**src/rtl/uart_pkg.sv**
```systemverilog
// Shared UART definitions: frame geometry, receiver FSM states, parity helper.
package uart_pkg;

    localparam int unsigned FRAME_BITS = 11;
    localparam int unsigned DATA_BITS  = 8;

    typedef enum logic [1:0] {
        StIdle,
        StStart,
        StData,
        StStop
    } rx_state_e;

    // Parity bit a transmitter appends to data: even (odd=0) or odd (odd=1).
    function automatic logic parity_bit(input logic [DATA_BITS-1:0] data, input logic odd);
        return (^data) ^ odd;
    endfunction

endpackage

```
**src/rtl/uart_baud_tick.sv**
```systemverilog
// Free-running divider producing a one-cycle tick every DIV clocks.
// A restart pulse realigns the phase; no tick is issued in the restart cycle.
module uart_baud_tick #(
    parameter int unsigned DIV = 1
) (
    input  logic clock,
    input  logic reset,
    input  logic restart,
    output logic tick
);

    localparam int unsigned CntW = (DIV > 1) ? $clog2(DIV) : 1;
    localparam logic [CntW-1:0] Last = CntW'(DIV - 1);

    logic [CntW-1:0] cnt_q, cnt_d;

    // Next count and tick decode.
    always_comb begin
        tick  = 1'b0;
        cnt_d = cnt_q;
        if (restart) begin
            cnt_d = '0;
        end else if (cnt_q == Last) begin
            tick  = 1'b1;
            cnt_d = '0;
        end else begin
            cnt_d = cnt_q + 1'b1;
        end
    end

    // Divider counter register.
    always_ff @(posedge clock or negedge reset) begin
        if (!reset) begin
            cnt_q <= '0;
        end else begin
            cnt_q <= cnt_d;
        end
    end

endmodule

```
**src/rtl/uart_frame_receiver.sv**
```systemverilog
// UART receiver: start + 8 data (LSB first) + parity + stop, oversampled,
// delivering the byte through a valid/ack handshake with sticky overrun.
module uart_frame_receiver
    import uart_pkg::*;
#(
    parameter int unsigned CLOCK_HZ   = 50000000,
    parameter int unsigned BAUD       = 9600,
    parameter int unsigned OVERSAMPLE = 16,
    parameter int unsigned PARITY_ODD = 0
) (
    input  logic       clock,
    input  logic       reset,
    input  logic       rx,
    input  logic       data_ack,
    output logic [7:0] data_out,
    output logic       data_valid,
    output logic       parity_error,
    output logic       framing_error,
    output logic       overrun,
    output logic       busy
);

    localparam int unsigned DivRaw = CLOCK_HZ / (BAUD * OVERSAMPLE);
    localparam int unsigned Div    = (DivRaw < 1) ? 1 : DivRaw;
    localparam int unsigned SampW  = $clog2(OVERSAMPLE);
    localparam int unsigned ShW    = DATA_BITS + 1;

    localparam logic [SampW-1:0] MidCnt  = SampW'(OVERSAMPLE / 2 - 1);
    localparam logic [SampW-1:0] LastCnt = SampW'(OVERSAMPLE - 1);
    localparam logic [3:0]       LastBit = 4'(DATA_BITS);
    localparam logic             Odd     = (PARITY_ODD != 0);

    logic rx_meta_q, rx_s_q;
    logic tick, restart, frame_done;

    rx_state_e        state_q, state_d;
    logic [SampW-1:0] samp_q, samp_d;
    logic [3:0]       bit_q, bit_d;
    logic [ShW-1:0]   shift_q, shift_d;
    logic             armed_q, armed_d;

    logic [7:0] data_q, data_d;
    logic       valid_q, valid_d;
    logic       perr_q, perr_d;
    logic       ferr_q, ferr_d;
    logic       overrun_q, overrun_d;

    uart_baud_tick #(
        .DIV(Div)
    ) u_baud_tick (
        .clock  (clock),
        .reset  (reset),
        .restart(restart),
        .tick   (tick)
    );

    // Two-flop synchronizer, preset to the idle line level.
    always_ff @(posedge clock or negedge reset) begin
        if (!reset) begin
            rx_meta_q <= 1'b1;
            rx_s_q    <= 1'b1;
        end else begin
            rx_meta_q <= rx;
            rx_s_q    <= rx_meta_q;
        end
    end

    // Frame FSM: next state, sample/bit counters and shift register.
    always_comb begin
        state_d    = state_q;
        samp_d     = samp_q;
        bit_d      = bit_q;
        shift_d    = shift_q;
        restart    = 1'b0;
        frame_done = 1'b0;
        case (state_q)
            StIdle: begin
                if (armed_q && !rx_s_q) begin
                    state_d = StStart;
                    samp_d  = '0;
                    restart = 1'b1;
                end
            end
            StStart: begin
                if (tick) begin
                    if (samp_q == MidCnt) begin
                        samp_d  = '0;
                        bit_d   = '0;
                        // High at mid start bit is a glitch, not a frame.
                        state_d = rx_s_q ? StIdle : StData;
                    end else begin
                        samp_d = samp_q + 1'b1;
                    end
                end
            end
            StData: begin
                if (tick) begin
                    if (samp_q == LastCnt) begin
                        samp_d  = '0;
                        shift_d = {rx_s_q, shift_q[ShW-1:1]};
                        if (bit_q == LastBit) begin
                            state_d = StStop;
                        end else begin
                            bit_d = bit_q + 1'b1;
                        end
                    end else begin
                        samp_d = samp_q + 1'b1;
                    end
                end
            end
            StStop: begin
                if (tick) begin
                    if (samp_q == LastCnt) begin
                        frame_done = 1'b1;
                        state_d    = StIdle;
                    end else begin
                        samp_d = samp_q + 1'b1;
                    end
                end
            end
            default: state_d = StIdle;
        endcase
    end

    // Output registers, handshake and re-arm tracking.
    always_comb begin
        data_d    = data_q;
        valid_d   = valid_q;
        perr_d    = perr_q;
        ferr_d    = ferr_q;
        overrun_d = overrun_q;
        // Re-arm only after the line has been seen high following a stop bit.
        armed_d   = armed_q | rx_s_q;
        if (frame_done) begin
            armed_d = 1'b0;
            data_d  = shift_q[DATA_BITS-1:0];
            perr_d  = shift_q[ShW-1] != parity_bit(shift_q[DATA_BITS-1:0], Odd);
            ferr_d  = ~rx_s_q;
            valid_d = 1'b1;
            if (valid_q && !data_ack) begin
                overrun_d = 1'b1;
            end
        end else if (data_ack) begin
            valid_d = 1'b0;
        end
    end

    // State and output registers.
    always_ff @(posedge clock or negedge reset) begin
        if (!reset) begin
            state_q   <= StIdle;
            samp_q    <= '0;
            bit_q     <= '0;
            shift_q   <= '0;
            armed_q   <= 1'b1;
            data_q    <= '0;
            valid_q   <= 1'b0;
            perr_q    <= 1'b0;
            ferr_q    <= 1'b0;
            overrun_q <= 1'b0;
        end else begin
            state_q   <= state_d;
            samp_q    <= samp_d;
            bit_q     <= bit_d;
            shift_q   <= shift_d;
            armed_q   <= armed_d;
            data_q    <= data_d;
            valid_q   <= valid_d;
            perr_q    <= perr_d;
            ferr_q    <= ferr_d;
            overrun_q <= overrun_d;
        end
    end

    assign data_out      = data_q;
    assign data_valid    = valid_q;
    assign parity_error  = perr_q;
    assign framing_error = ferr_q;
    assign overrun       = overrun_q;
    assign busy          = (state_q != StIdle);

endmodule

```
**config.mk**
```make
export PLATFORM = sky130hd
export DESIGN_NAME = uart_frame_receiver
export DESIGN_NICKNAME = d
export VERILOG_FILES = /design/src/rtl/uart_pkg.sv /design/src/rtl/uart_baud_tick.sv /design/src/rtl/uart_frame_receiver.sv
export SDC_FILE = /design/constraint.sdc
export NUM_CORES = 1
export LEC_CHECK = 0
export ABC_AREA = 1
export CORE_ASPECT_RATIO = 0.6
export CORE_MARGIN = 2
export CORE_UTILIZATION = 35
export CTS_BUF_LIST = sky130_fd_sc_hd__clkbuf_8
export DETAILED_ROUTE_END_ITERATION = 7
export REMOVE_ABC_BUFFERS = 1
export SLEW_MARGIN = 5
export SYNTH_ARGS = -nofsm -noshare
export SYNTH_HDL_FRONTEND = slang
export SYNTH_SLANG_ARGS = --single-unit
```
**constraint.sdc**
```tcl
create_clock -name clock -period 1.9 [get_ports clock]
set_input_delay 0.38 -clock clock [delete_from_list [all_inputs] [get_ports clock]]
set_output_delay 0.38 -clock clock [all_outputs]
set_load 0.05 [all_outputs]
```
==> metrics.yaml <==
fp.dieH_um: 65.7
clkTransAtPathRegs_ps: 80
skew_ps: 3.20
area_growth_syn_to_layout_pct: 15.7
setup_tns_ps: 0
yosysMostFrequentCell: "nand2_1"
path_max_fanout: 2
die_area_mm2: 0.00702
clock-sinks: 43
finalSetupViolations: 0
grt_pass1_wl_um: 7310
wirelength_um: 4190
vdd_ir_drop_max_mv: 0.287
start_util_pct: 36.3
report.final.hold_viol_count: 2
synth.largest_area_cell: "dfrtp_1"
htree_levels: 2
cp-end-kind: "primary output"
clockBufferDepth: 2
netlist_area_mm2: 0.00222
syn_avg_cell_area_um2: 8.22
p_leak_nw: 1.25
synth.top_cell.area_share_pct: 45.1
drt.antenna.violating_nets: 0
dieWidth_um: 107
cp.arrival_ps: 1460
worstMarginPinSlew_ps: 497
max_stage_delay_ps: 810
cts_tree: "built"
n_antenna_cell: 0
slew_violations: 0
post_cts_buffers: 0
slowest_stage: "clkdlybuf4s50_1"
core_mm2: 0.00611
synth_enable_flop_cells: 0
grt_use_total_pct: 13.4
violations: "hold timing"
fin_crit_sh_pct: 96.6
maxSlewHeadroom_pct: 66.7
portBuffers: 16
async_flop_share_pct: 100
ys_ff_latch: 43
path_cells: "clkdlybuf4s50_1"
critPathLaunchType: "flip-flop"
rsz0062_at_grt: "false"
r2r_cells: 10
final_nets: 303
critPathBufInv: 1
netlist_top_cells_area: "dfrtp_1 (45%), nand2_1 (15%), inv_1 (5.4%)"
vias: 1712
antenna_found_initial: 0
synth_warnings: 0
cp_num_cells: 1
synthTopCellsByCount: "nand2_1 (87), dfrtp_1 (40), inv_1 (32), nor2_1 (27), nand3_1 (18)"
grt_overflow: 0
drc: 0
grt_pass1_vias: 1544
power-per-cell-area_mw_per_mm2: 959
synth_top_flop_cell: "dfrtp_1"
clock_latency_ps: 290
num_rows: 22
grt_max_degree: 19
crit_required_ps: 1520
worst_hold_path_type: "input port to asynchronous set/reset pin"
max_freq_mhz: 545
post-dp-hpwl_um: 3170
criticalPathCategory: "flip-flop to primary output"
status: "finished, violations left"
wl_per_cell_um: 11.1
ys_types: 25
num_io_pins: 17
final.min_clock_period_ps: 1840
root_buffer: "clkbuf_8"
drive_gt1_share_pct: 14.9
gp_congestion: 0.772
first_iter_violations: 81
critical-path-top-delay-family: "buffers and inverters"
via_per_inst: 4.52
whs_ps: -0.869
syn_inst: 270
first_pass_iters: 4
synth.yosys.seq_area_share_pct: 48.6
maxCapViolations: 0
numCtsBuffers: 5
[state kept, by name, summed over array words and instances, names as in the netlist, named ones only]
name,cells
shift_q,9
u_baud_tick.cnt_q,9
data_out,8
bit_q,4
samp_q,4
armed_q,1
data_valid,1
framing_error,1
overrun,1
parity_error,1
rx_meta_q,1
rx_s_q,1
state_q,1
[kinds of logic (layout without fill, tap and decap cells)]
group,after synthesis,in the layout,share of synthesized area [%]
fa+ha+maj,5,5,2.82
xor+xnor,8,8,3.16
flops,43,43,48.6
compound gates,27,27,8.40
simple gates,151,151,30.2
buf+inv,36,61,6.76
[metal layers]
layer  GRT usage, %  up-vias  part of all wire [%]
met4           2.92        0                  0.48
met3           3.37        2                   2.7
met1           21.1      784                    60
met5              0        -                     0
met2           18.1       25                    37
li1               -      901                     -
[metrics by stage]
step | std cells | util, % | cell area (um^2) | setup slack (ps) | power [W]
after CTS | 379 | 41.9 | 2560 | 44.4 | 0.00249
after detailed placement | 371 | 40.5 | 2470 | 123 | 0.00190
after floorplan | 268 | - | 2200 | 318 | 0.00169
final | 379 | 42.0 | 2570 | 64.0 | 0.00246
after global placement | 371 | 40.5 | 2470 | 220 | 0.00191
after global routing | 379 | 42.0 | 2570 | 1.84 | 0.00266
[cell type report]
type	count	area (um^2)
timing repair buffer	19	173
multi-input combinational	191	997
fill	650	3540
clock buffer	5	68.8
sequential	43	1080
inverter	34	128
tap	84	105
clock inverter	3	16.3
[timing repair]
| action | 4_1_cts | 5_1_grt |
|---|---|---|
| gates resized for setup | 0 | 1 |
| hold buffers | 0 | 0 |
| endpoints found under the setup margin | 0 | 8 |
[layout by cell type, fill, tap and decap left out, types with 2 or more instances in the layout]
cell type        netlist  routed
dfstp_2                3       3
nand3_4                1       2
ha_1                   5       5
nand3_1               18      18
o21ai_0                9       9
clkbuf_8               0       5
clkdlybuf4s50_1        0       8
dfrtp_1               40      40
inv_2                  2       2
nand3b_1               2       2
nor3_1                 4       4
nor2_4                 3       3
nor2_1                27      27
nor3b_1                2       2
nand4_1                3       3
o21ai_2               13      13
nand2_1               87      87
buf_4                  0       9
a21oi_1                3       3
inv_1                 32      33
xor2_1                 7       7
[worst paths after layout]
check | start | to | slack [ps]
setup / recovery | data_valid | data_valid | 60
hold / removal | reset | u_baud_tick.cnt_q[6] | -0.9
setup reg to reg | u_baud_tick.cnt_q[0] | data_out[3] | 220
hold reg to reg | rx_meta_q | rx_s_q | 360
max in group asynchronous | reset | armed_q | 1300
min in group clock | rx_meta_q | rx_s_q | 360
[power breakdown]
part           internal [W]  switching [W]  leakage (nW)
clock              0.000252       0.000317        0.0453
sequential          0.00102       0.000134         0.579
combinational      0.000268       0.000474         0.625
total               0.00154       0.000925          1.25
Note: power is estimated with default switching activity, not from simulation.
